$ cat src/rtl/ddr2_fifo_pkg.sv
// Shared constants for the DDR2 host command FIFO.
// The FIFO RTL imports this package. The flow-control checker and the host
// driver also import it, so that every block agrees on depth and threshold.
package ddr2_fifo_pkg;
  localparam int DATA_W      = 32;  // command + address + tag
  localparam int DEPTH       = 64;  // physical entries, power of two
  localparam int PTR_W       = 6;   // log2(DEPTH)
  localparam int CNT_W       = 7;   // holds 0..DEPTH
  localparam int FULL_THRESH = 33;  // notfull drops at or above this count
endpackage

$ cat src/rtl/ddr2_fifo_ram.sv
// Storage array for the DDR2 command FIFO: DEPTH x DATA_W entries.
// Ports:
//   clk   - write clock
//   we    - write enable (already qualified by the caller)
//   waddr - write address
//   wdata - write data
//   raddr - read address
//   rdata - asynchronous read data (mem[raddr])
// The contents are not reset.
module ddr2_fifo_ram
  import ddr2_fifo_pkg::*;
(
  input  logic              clk,
  input  logic              we,
  input  logic [PTR_W-1:0]  waddr,
  input  logic [DATA_W-1:0] wdata,
  input  logic [PTR_W-1:0]  raddr,
  output logic [DATA_W-1:0] rdata
);

  logic [DATA_W-1:0] mem [DEPTH];

  always_ff @(posedge clk) begin
    if (we) mem[waddr] <= wdata;
  end

  assign rdata = mem[raddr];

endmodule

$ cat src/rtl/ddr2_cmd_fifo_flow.sv
// Host-side command FIFO for the DDR2 front end. It presents the host
// flow-control contract (fillcount / notfull), and the command scheduler
// drains it.
// Ports:
//   clk, reset             - single clock, synchronous active-high reset
//   wr_en, wr_data         - host push
//   notfull                - 1 while fillcount < FULL_THRESH
//   fillcount              - stored entries, 0..DEPTH
//   rd_en                  - scheduler pop of the head entry
//   rd_data, rd_valid      - show-ahead head entry; rd_data is 0 when empty
//   overflow, underflow    - sticky error flags, cleared only by reset
//   high_water             - largest fillcount seen since reset
// notfull drops well below physical depth. The entries above FULL_THRESH
// absorb pushes that a pipelined host already has in flight.
module ddr2_cmd_fifo_flow
  import ddr2_fifo_pkg::*;
(
  input  logic              clk,
  input  logic              reset,
  input  logic              wr_en,
  input  logic [DATA_W-1:0] wr_data,
  output logic              notfull,
  output logic [CNT_W-1:0]  fillcount,
  input  logic              rd_en,
  output logic [DATA_W-1:0] rd_data,
  output logic              rd_valid,
  output logic              overflow,
  output logic              underflow,
  output logic [CNT_W-1:0]  high_water
);

  localparam logic [CNT_W-1:0] DEPTH_C  = CNT_W'(DEPTH);
  localparam logic [CNT_W-1:0] THRESH_C = CNT_W'(FULL_THRESH);

  logic [PTR_W-1:0]  wr_ptr;
  logic [PTR_W-1:0]  rd_ptr;
  logic [CNT_W-1:0]  count;
  logic [CNT_W-1:0]  count_nxt;
  logic [CNT_W-1:0]  hw;
  logic              push_ok;
  logic              pop_ok;
  logic [DATA_W-1:0] ram_rdata;

  // Accept decisions use the pre-edge count. A same-cycle pop therefore
  // never makes room for a push at DEPTH, and a same-cycle push never
  // supplies data for a pop from an empty FIFO.
  always_comb begin
    push_ok   = wr_en && (count < DEPTH_C);
    pop_ok    = rd_en && (count != '0);
    count_nxt = count;
    case ({push_ok, pop_ok})
      2'b10:   count_nxt = count + 1'b1;
      2'b01:   count_nxt = count - 1'b1;
      default: count_nxt = count;
    endcase
  end

  always_ff @(posedge clk) begin
    if (reset) begin
      wr_ptr    <= '0;
      rd_ptr    <= '0;
      count     <= '0;
      overflow  <= 1'b0;
      underflow <= 1'b0;
      hw        <= '0;
    end else begin
      // Pointers wrap naturally. Full and empty are resolved by count.
      if (push_ok) wr_ptr <= wr_ptr + 1'b1;
      if (pop_ok)  rd_ptr <= rd_ptr + 1'b1;
      count <= count_nxt;
      if (wr_en && (count == DEPTH_C)) overflow  <= 1'b1;
      if (rd_en && (count == '0))      underflow <= 1'b1;
      if (count_nxt > hw)              hw        <= count_nxt;
    end
  end

  // Reset takes priority over a same-cycle push, so the RAM write is also
  // blocked during reset.
  ddr2_fifo_ram u_ram (
    .clk   (clk),
    .we    (push_ok && !reset),
    .waddr (wr_ptr),
    .wdata (wr_data),
    .raddr (rd_ptr),
    .rdata (ram_rdata)
  );

  assign fillcount  = count;
  assign notfull    = (count < THRESH_C);
  assign rd_valid   = (count != '0);
  assign rd_data    = (count == '0) ? '0 : ram_rdata;
  assign high_water = hw;

endmodule

$ cat config.mk
export PLATFORM = sky130hd
export DESIGN_NAME = ddr2_cmd_fifo_flow
export DESIGN_NICKNAME = d
export VERILOG_FILES = /design/src/rtl/ddr2_fifo_pkg.sv /design/src/rtl/ddr2_fifo_ram.sv /design/src/rtl/ddr2_cmd_fifo_flow.sv
export SDC_FILE = /design/constraint.sdc
export NUM_CORES = 2
export LEC_CHECK = 0
export CORE_AREA = 4 4 405 407
export DETAILED_ROUTE_END_ITERATION = 10
export DIE_AREA = 0 0 409 411
export PLACE_DENSITY_LB_ADDON = 0.08
export SLEW_MARGIN = 30
export SYNTH_ARGS = -nofsm -noshare
export SYNTH_HDL_FRONTEND = slang
export SYNTH_HIERARCHICAL = 1
export SYNTH_SLANG_ARGS = --single-unit
$ cat constraint.sdc
create_clock -name clk -period 12.65 [get_ports clk]
set_input_delay 2.53 -clock clk [delete_from_list [all_inputs] [get_ports clk]]
set_output_delay 2.53 -clock clk [all_outputs]
set_load 0.1 [all_outputs]
==> results.sh <==
export IMPL_layout_drive_gt1_share_pct=26.8
export IMPL_vias_per_cell=6.35
export IMPL_crit_fanout=97
export IMPL_fmax_mhz=117
export IMPL_max_vdd_ir_drop_v=0.000215
export IMPL_powerDensity_nw_per_um2=188
export IMPL_run_status="finished clean"
export IMPL_num_nets_final=3772
export IMPL_insertion_delay_ps=820
export IMPL_die_h_microns=411
export IMPL_clk_path_buf_depth=3
export IMPL_dpl_hpwl_microns=109000
export IMPL_combPwrFrac_pct=20.1
export IMPL_crit_buf_inv=4
export IMPL_grt_ovfl_total=0
export IMPL_worstPathRequired_ps=10120
export IMPL_cts_setup_buffers=0
export IMPL_cts_resized_gates=0
export IMPL_drc=0
export IMPL_grt_pass1_vias=39393
export IMPL_crit_chain="buf_12, buf_16, buf_6, mux4_2, mux4_2, o22ai_1, nor2_1, and2_1, clkdlybuf4s50_1"
export IMPL_crit_cells=9
export IMPL_period_needed_ps=8550
export IMPL_seqPwrFrac_pct=45.4
export IMPL_wl_per_cell_microns=35.0
export IMPL_first_pass_iters=5
export IMPL_yosysSeqAreaShare_pct=77.8
export IMPL_syn_num_nets=3573
export IMPL_die_area_sq_um=168000
export IMPL_layout_commonest_cell="edfxtp_1"
export IMPL_cpLargestDelayFamily="buffers and inverters"
export IMPL_drt_iter0_drc=4559
export IMPL_rsz0062_at_grt="no"
export IMPL_reg2reg_to="u_ram/mem[26][17]$_DFFE_PP_"
export IMPL_cts_max_level=4
export IMPL_fin_crit_sh_pct=67.6
export IMPL_critPathMaxStageDelay_ps=960
export IMPL_syn_avg_cell_area_sq_um=22.6
export IMPL_ioPinCount=86
export IMPL_setup_tns_final_ps=0
export IMPL_antenna_found_initial=19
export IMPL_cts_tree="built"
export IMPL_switchingPower_mw=4.69
export IMPL_vias=38471
export IMPL_synth_seq_cells=2076
export IMPL_synth_edf_count=2048
export IMPL_switching_share_pct=27.7
export IMPL_maxCapViolCount=0
export IMPL_setup_viol=0
export IMPL_start_util_pct=49.8
export IMPL_hold_class="reg2reg"
export IMPL_r2r_slack_ps=8060
export IMPL_endpoint_kind="output pin"
export IMPL_placement_io_buffers=85
export IMPL_final_setup_skew_ps=17.6
export IMPL_critical_path_class="reg2out"
export IMPL_worst_pin_slew_ps=1060
export IMPL_synthesis_area_sq_um=79800
export IMPL_cts_sinks=2076
export IMPL_holdPathStages=2
export IMPL_async_flop_share_pct=0
export IMPL_slowest_stage="clkdlybuf4s50_1"
export IMPL_fin_cells=6061
export IMPL_grt_first_pass_wirelength_microns=299000
export IMPL_cts_root_buf="clkbuf_16"
export IMPL_place_gp_congestion=0.757
export IMPL_cp_arrival_ps=6020
export IMPL_relSlewSlack_pct=29.3
export IMPL_synth_ff_type="edfxtp_1"
export IMPL_clkPwrFrac_pct=34.4
export IMPL_cts_buffers=205
export IMPL_clk_pin_slew_ps=60
export IMPL_std_cell_rows=147
export IMPL_min_to="underflow$_SDFFE_PP0P_"
export IMPL_track_usage_pct=25.4
export IMPL_drv_slew=0
export IMPL_ant_nets=0
export IMPL_most_common_layout_cells="edfxtp_1 (2048), mux4_2 (544), clkbuf_16 (212)"
export IMPL_syn_inst=3526
export IMPL_reg2regPathDepth=7
export IMPL_rr_startpoint="fillcount[6]$_SDFF_PP0_"
export IMPL_cp_start_kind="register"
export IMPL_hp_start="underflow$_SDFFE_PP0P_"
export IMPL_grt_max_degree=157
export IMPL_p_leak_nw=27.0
export IMPL_hold_buffers=0
export IMPL_final_hold_viol_count=0
export IMPL_placed_area_sq_um=83600
export IMPL_syn_to_final_growth_pct=13.0
export IMPL_routed_wl_microns=212000
export IMPL_cpMostUsedCell="mux4_2"
export IMPL_p_int_mw=12.2
export IMPL_ys_warn_count=6
export IMPL_core_area_sq_um=160000
export IMPL_die_x_microns=409
export IMPL_finish_instance_area_sq_um=90100
export IMPL_dp_cells=5676
export IMPL_synthDistinctLibCells=59
## worst register-to-register path, delay by kind of cell (launching register included)
family / cells / cell delay, ps
AND/OR/NAND/NOR: 5 / 2940
flip-flops: 1 / 380
buffers and inverters: 2 / 900
## layout make-up
type	count	area [sq um]
clock buffer	262	5500
inverter	14	52.6
antenna	9	22.5
tap	2160	2700
multi-input combinational	1239	17200
fill	11702	70100
clock inverter	112	882
sequential	2076	62100
timing repair buffer	189	1660
## routing by layer
| metal | up-vias | GRT usage [%] | part of all wire (%) |
|---|---|---|---|
| met4 | 12 | 6.43 | 2.5 |
| li1 | 15388 | - | - |
| met5 | - | 0 | 0.037 |
| met3 | 364 | 4.53 | 8.5 |
| met1 | 20932 | 35.5 | 39 |
| met2 | 1775 | 42.0 | 50 |
## cell families after synthesis
| family | after synthesis | share of synthesized area [%] |
|---|---|---|
| buffers and inverters | 211 | 1.26 |
| DFF | 2076 | 77.8 |
| AOI/OAI and AO/OA | 242 | 2.02 |
| xor gates and xnor gates | 16 | 0.176 |
| adders and majority gates | 11 | 0.173 |
| and+or+nand+nor | 329 | 1.99 |
| muxes | 641 | 16.6 |
## Yosys cell counts (all sizes together), types with 4 or more instances
library cell  number  area, sq um
or3b               5         43.8
dfxtp             28          561
nor2b             21          139
a311oi             8         70.1
mux2i             96          961
nor3              10         55.1
nand4              8         50.1
nand2b             8         50.1
xnor2              7         61.3
a211oi             6         55.1
a41o               4         40.0
nand3b             6         45.0
o32ai              5         43.8
xor2               9         78.8
buf              112          634
o22ai             85          532
clkbuf            85          319
o221ai            27          236
ha                11          138
o211ai             4         30.0
and3               6         42.5
nor2             167          627
or2                6         37.5
edfxtp          2048        61500
a21oi             69          345
a22oi             14          105
nand2             41          154
inv               14         52.6
mux4             544        12300
nand3              6         30.0
and2              34          213
or3                4         25.0
a31oi              5         31.3
## flip-flops by register name, summed over array words and instances, names as in the netlist
signal / flops
u_ram/mem: 2048
fillcount: 7
high_water: 7
rd_ptr: 6
wr_ptr: 6
overflow: 1
underflow: 1
## worst max path at each step
stage                                 from                    endpoint  slack, ps
floorplan                            wr_en  u_ram/mem[48][0]$_DFFE_PP_       6340
global placement    rd_ptr[0]$_SDFFE_PP0P_                 rd_data[20]       4610
detailed placement  rd_ptr[1]$_SDFFE_PP0P_                 rd_data[11]       4940
CTS                 rd_ptr[1]$_SDFFE_PP0P_                 rd_data[11]       4030
global route        rd_ptr[1]$_SDFFE_PP0P_                 rd_data[11]       3830
finish              rd_ptr[1]$_SDFFE_PP0P_                 rd_data[11]       4100
## power by group through the flow
stage	clock (mW)	combinational (mW)	sequential, mW
6_report	5.82	3.41	7.69
5_1_grt	6.24	3.61	7.69
4_1_cts	5.94	3.45	7.69
3_5_place_dp	0	3.44	7.84
3_3_place_gp	0	3.37	7.85
2_1_floorplan	0	2.50	7.88
## through the flow
stage	setup slack, ps	total power, mW	utilization [%]	hold WS (ps)
after floorplan	6340	10.4	-	465
after global placement	4610	11.2	52.1	452
after detailed placement	4940	11.3	52.2	462
after CTS	4030	17.1	56.2	478
after global routing	3830	17.5	56.2	505
final	4100	16.9	56.2	472
Note: power is estimated with default switching activity, not from simulation.
